[src/rtl/toi2s_pkg.sv]
// Shared S/PDIF framing constants, preamble codes and helpers.
// No logic of its own; no latency.
// No handshake of its own; no backpressure.
package toi2s_pkg;

    localparam logic [7:0] SPDIF_PRE_B = 8'b1110_1000;
    localparam logic [7:0] SPDIF_PRE_M = 8'b1110_0010;
    localparam logic [7:0] SPDIF_PRE_W = 8'b1110_0100;

    localparam int SPDIF_FRAMES = 192;
    localparam int SPDIF_SLOTS  = 32;

    localparam logic [4:0] AUDIO_LSB = 5'd4;
    localparam logic [4:0] SLOT_V    = 5'd28;
    localparam logic [4:0] SLOT_U    = 5'd29;
    localparam logic [4:0] SLOT_C    = 5'd30;
    localparam logic [4:0] SLOT_P    = 5'd31;

    typedef enum logic [1:0] {PRE_B, PRE_M, PRE_W} spdif_pre_t;

    // Preamble code as sent when the line was low before slot 0.
    function automatic logic [7:0] pre_pattern(input spdif_pre_t p);
        case (p)
            PRE_B:   return SPDIF_PRE_B;
            PRE_M:   return SPDIF_PRE_M;
            default: return SPDIF_PRE_W;
        endcase
    endfunction

endpackage

[src/rtl/spdif_tx_bmc.sv]
// UI divider plus biphase-mark / preamble serializer for one UI at a time.
// Line output registered; updates on the clock edge ending each UI tick.
// No backpressure: the caller presents slot position and bit every tick.
module spdif_tx_bmc
    import toi2s_pkg::*;
#(
    parameter int UI_DIV = 4,
    parameter int CNT_W  = 3
) (
    input  logic       clk,
    input  logic       resetb,
    input  logic       ena,
    input  logic [4:0] slot,
    input  logic       half,
    input  spdif_pre_t pre,
    input  logic       slot_bit,
    output logic       tick,
    output logic       line
);

    logic [CNT_W-1:0] ui_cnt;
    logic             en_q;
    logic             pre_inv;
    logic [2:0]       pre_idx;
    logic [7:0]       pat;
    logic             pre_lvl;
    logic             line_nxt;
    logic             in_pre;

    // en_q keeps tick low while reset is held, even when UI_DIV is 1.
    assign tick    = en_q && ena && (ui_cnt == CNT_W'(UI_DIV - 1));
    assign pre_idx = {slot[1:0], half};
    assign in_pre  = (slot < AUDIO_LSB);
    assign pat     = pre_pattern(pre);

    always_comb begin
        pre_lvl  = (pre_idx == 3'd0) ? line : pre_inv;
        line_nxt = line;
        if (in_pre)
            line_nxt = pat[3'd7 - pre_idx] ^ pre_lvl;
        else if (!half)
            line_nxt = ~line;
        else
            line_nxt = line ^ slot_bit;
    end

    always_ff @(posedge clk or negedge resetb) begin
        if (!resetb) begin
            ui_cnt  <= '0;
            en_q    <= 1'b0;
            line    <= 1'b0;
            pre_inv <= 1'b0;
        end else if (!ena) begin
            ui_cnt  <= '0;
            en_q    <= 1'b0;
            line    <= 1'b0;
            pre_inv <= 1'b0;
        end else begin
            en_q <= 1'b1;
            if (en_q)
                ui_cnt <= tick ? '0 : ui_cnt + CNT_W'(1);
            if (tick) begin
                line <= line_nxt;
                if (in_pre && pre_idx == 3'd0)
                    pre_inv <= line;
            end
        end
    end

endmodule

[src/rtl/spdif_tx.sv]
// S/PDIF consumer transmitter: 24-bit L/R pairs in, BMC stream out in 192-frame blocks.
// Sample captured on the frame-start UI tick; left audio leaves 8 UI later, right 64 UI after left.
// sample_ready pulses once per frame; a missing sample is replaced by zero with V=1 and an underrun pulse.
module spdif_tx
    import toi2s_pkg::*;
#(
    parameter int UI_DIV = 4,
    parameter int CNT_W  = 3
) (
    input  logic        clk,
    input  logic        resetb,
    input  logic        ena,
    input  logic [23:0] sample_l,
    input  logic [23:0] sample_r,
    input  logic        sample_valid,
    output logic        sample_ready,
    input  logic [31:0] cs_bits,
    output logic        spdif_out,
    output logic        underrun,
    output logic        block_start
);

    localparam logic [7:0] FRAME_LAST = 8'(SPDIF_FRAMES - 1);
    localparam logic [4:0] SLOT_LAST  = 5'(SPDIF_SLOTS - 1);

    logic        tick;
    logic        half;
    logic        sub;
    logic [4:0]  slot;
    logic [7:0]  frame_cnt;
    logic [23:0] hold_l;
    logic [23:0] hold_r;
    logic        v_flag;
    logic [31:0] cs_reg;
    logic [23:0] data;
    logic [4:0]  aud_idx;
    logic        frame_start;
    logic        c_bit;
    logic        par;
    logic        slot_bit;
    spdif_pre_t  pre;

    assign frame_start  = tick && (slot == 5'd0) && !half && !sub;
    assign sample_ready = frame_start;
    assign underrun     = frame_start && !sample_valid;
    assign block_start  = frame_start && (frame_cnt == 8'd0);

    assign data    = sub ? hold_r : hold_l;
    assign aud_idx = slot - AUDIO_LSB;
    assign c_bit   = (frame_cnt < 8'd32) && cs_reg[frame_cnt[4:0]];
    // Even parity over audio, V, U (always 0) and C.
    assign par     = ^{data, v_flag, c_bit};

    always_comb begin
        case (slot)
            SLOT_V:  slot_bit = v_flag;
            SLOT_U:  slot_bit = 1'b0;
            SLOT_C:  slot_bit = c_bit;
            SLOT_P:  slot_bit = par;
            default: slot_bit = data[aud_idx];
        endcase
        if (sub)
            pre = PRE_W;
        else if (frame_cnt == 8'd0)
            pre = PRE_B;
        else
            pre = PRE_M;
    end

    always_ff @(posedge clk or negedge resetb) begin
        if (!resetb) begin
            half      <= 1'b0;
            slot      <= '0;
            sub       <= 1'b0;
            frame_cnt <= '0;
            hold_l    <= '0;
            hold_r    <= '0;
            v_flag    <= 1'b0;
            cs_reg    <= '0;
        end else if (!ena) begin
            half      <= 1'b0;
            slot      <= '0;
            sub       <= 1'b0;
            frame_cnt <= '0;
            hold_l    <= '0;
            hold_r    <= '0;
            v_flag    <= 1'b0;
            cs_reg    <= '0;
        end else if (tick) begin
            half <= ~half;
            if (half) begin
                slot <= slot + 5'd1;
                if (slot == SLOT_LAST) begin
                    sub <= ~sub;
                    if (sub)
                        frame_cnt <= (frame_cnt == FRAME_LAST) ? 8'd0 : frame_cnt + 8'd1;
                end
            end
            if (frame_start) begin
                hold_l <= sample_valid ? sample_l : '0;
                hold_r <= sample_valid ? sample_r : '0;
                v_flag <= !sample_valid;
                if (frame_cnt == 8'd0)
                    cs_reg <= cs_bits;
            end
        end
    end

    spdif_tx_bmc #(
        .UI_DIV (UI_DIV),
        .CNT_W  (CNT_W)
    ) u_bmc (
        .clk      (clk),
        .resetb   (resetb),
        .ena      (ena),
        .slot     (slot),
        .half     (half),
        .pre      (pre),
        .slot_bit (slot_bit),
        .tick     (tick),
        .line     (spdif_out)
    );

endmodule
[config.mk]
export PLATFORM = sky130hd
export DESIGN_NAME = spdif_tx
export DESIGN_NICKNAME = d
export VERILOG_FILES = /design/src/rtl/toi2s_pkg.sv /design/src/rtl/spdif_tx_bmc.sv /design/src/rtl/spdif_tx.sv
export SDC_FILE = /design/constraint.sdc
export NUM_CORES = 1
export LEC_CHECK = 0
export ABC_AREA = 1
export ABC_CLOCK_PERIOD_IN_PS = 3100
export CORE_UTILIZATION = 50
export DETAILED_ROUTE_END_ITERATION = 8
export PLACE_DENSITY = 0.72
export REMOVE_ABC_BUFFERS = 1
export SYNTH_ARGS = -nofsm -noshare
export SYNTH_HDL_FRONTEND = slang
export SYNTH_SLANG_ARGS = --single-unit
[constraint.sdc]
create_clock -name clk -period 3.1 [get_ports clk]
set_input_delay 0.775 -clock clk [delete_from_list [all_inputs] [get_ports clk]]
set_output_delay 0.775 -clock clk [all_outputs]
set_load 0.02 [all_outputs]
==> results.cfg, run 1 <==
[logic_synthesis]
synth_fa_ha_area_frac = 0.0232
ys_types = 34
ys_warn_count = 0
synth_top_area_cell = dfrtp_1
ys_seq_area_frac = 0.429
synth_enable_flop_cells = 0
synth-simple-area-share = 0.258
synth_mux_area_frac = 0
syn_inst = 840
synth_compound_area_frac = 0.142
synth.avg_cell_area_um2 = 7.08
synthXorXnorAreaFrac = 0.0103
async_flop_share = 1.00
synth_ff_type = dfrtp_1
syn_area_um2 = 5940
synthTopCellsByArea = dfrtp_1 43%, nand2_1 16%, inv_1 9.7%
synth-seq-cells = 102
synth_top_family_by_area = simple AND/OR/NAND/NOR gates
synth_top_area_share = 0.429

[job]
cap_viol_max_count = 0

[floorplanning]
core_um2 = 11500
dieWidth_um = 111
start_util = 0.516
dieHeight_um = 111
rows = 39
ios = 88
die-area_um2 = 12300

[clock_network]
post_cts_buffers = 0
clock_path_buffers = 2
path_clk_slew_ps = 70
clockRootBuffer = clkbuf_16
clk_latency_ps = 350
cts_tree = done
hold_buffers = 0
cts.sinks = 102
cts.htree.levels = 3
cts_buffers = 9

[setup_path]
crit_type = reg -> out
required_ps = 2320
r2r_end = u_bmc.line$_DFFE_PN0P_
rr_worst_depth = 22
reg2reg_slack_ps = 560
endpoint_kind = output port
r2r-start = sub$_DFFE_PN0P_
start_kind = register
critical_path_arrival_ps = 2220
crit_path_max_fanout = 5

[drt]
route.detailed.drc = 8
drt_iter0_markers = 329
vias = 5540
routedWlPerCell_um = 13.7
wl_um = 14600
ant_nets = 0
vias_per_cell = 5.18
dr.pass1.iters = 6

[global_route]
grt_usage = 0.252
first_global_vias = 5424
grt_pass1_wl_um = 25100
grt_max_degree = 71
gr-total-overflow = 0
antenna_found_initial = 0

[cells_and_area]
final.fill_count = 1028
nNetsFinal = 1017
final_area_um2 = 7290
final_core_util = 0.633
largest_reg_flops = 32
diodes = 0
drive_above_1_share = 0.0712
syn_to_final_growth_pct = 22.7
final_cell_mix = 254 x nand2_1, 152 x inv_1, 101 x dfrtp_1, 82 x nand3_1, 82 x clkdlybuf4s50_1
mostFrequentLayoutCell = nand2_1

[sta]
tightest_slew_ps = 905
fmax_mhz = 334
timing.final.crit_period_ps = 2990
slew_viol_final = 0
min_period_over_period = 0.966
finalHoldViolations = 0
slew_headroom = 0.396
clock_skew_ps = 8.17
finalWorstSetupSlack_ps = 106
setup_violations = 0
grt_setup_unrepaired = false

[hold_path]
hold_start = hold_r[9]$_DFFE_PN0P_
whs_endpoint = hold_r[9]$_DFFE_PN0P_
hold_path_depth = 2
worstHoldPathType = reg -> reg

[power]
max-vdd-ir-drop_mv = 0.262
power_leakage_uw = 0.00367
fin_total_pwr_uw = 2840
p_per_area_nw_per_um2 = 389

[placement]
hpwl_um = 10400
place.gp.congestion = 0.910
place_ws_ps = 61.3
placed_area_um2 = 6950
portBuffers = 87

[outcome]
status = complete, but fails checks
failed_checks = design-rule violations
final cells by class:
cell class                      count  area (µm²)  share of cell area
Timing Repair Buffer              106        1020               0.140
Tap cell                          143         179              0.0245
Sequential cell                   102        2550               0.350
Clock buffer                       13         270              0.0371
Inverter                          165         622              0.0853
Multi-Input combinational cell    538        2580               0.354
Clock inverter                      3        65.1             0.00892
cell usage after synthesis (all sizes together), types with 3 or more instances:
library cell / count
nand2: 256
inv: 165
dfrtp: 102
o21ai: 85
nand3: 82
o22ai: 33
nor2: 28
buf: 20
a21oi: 15
clkbuf: 15
ha: 11
nor3: 6
xnor2: 4
xor2: 3
report_power, final:
part	switching [µW]	internal, µW
sequential	5.38	1340
clock	490	773
combinational	108	120
total	604	2230
kinds of logic after synthesis:
logic type / Yosys count
fa+ha+maj: 11
flops: 102
buf+inv: 200
simple gates: 375
compound gates: 145
xor+xnor: 7
worst max-delay path by stage:
stage / endpoint / slack, ps / from
2_1_floorplan: block_start / -260 / sub$_DFFE_PN0P_
3_3_place_gp: block_start / 100 / ena
3_5_place_dp: block_start / 60 / ena
4_1_cts: sample_ready / 60 / slot[1]$_DFFE_PN0P_
5_1_grt: block_start / 2 / slot[1]$_DFFE_PN0P_
6_report: block_start / 110 / slot[1]$_DFFE_PN0P_
routing by layer:
layer,track usage,share of wire,up-vias
li1,-,-,2802
met1,0.343,0.48,2594
met2,0.413,0.46,128
met3,0.0388,0.047,16
met4,0.0865,0.014,0
met5,0,0,-
stage by stage:
stage / TNS (ps) / hold WS [ps] / std cells
finish: 0 / 513 / 1070
global route: 0 / 544 / 1070
CTS: 0 / 520 / 1070
detailed placement: 0 / 502 / 1054
global placement: 0 / 496 / 1054
floorplan: -3300 / 478 / 805
what timing repair did:
action / 4_1_cts / 5_1_grt
setup endpoints to repair: 1 / 3
resized for setup: 1 / 4
gates cloned: 0 / 0
worst max-delay path: stages, from the launching register on:
cell and delay, ps:
dfrtp_1 440, inv_1 100, ha_1 200, nand3_1 120
nor3_1 220, nand2_1 130, inv_1 120, nand2_1 110
inv_1 120, clkdlybuf4s15_1 310
Note: power is estimated with default switching activity, not from simulation.
==> inputs of run 2 (changes only) <==
Settings changed: SLEW_MARGIN from default to 20.
==> results of run 2 <==
Same layout as run 1: the final DEF is identical, and so are final timing and power.
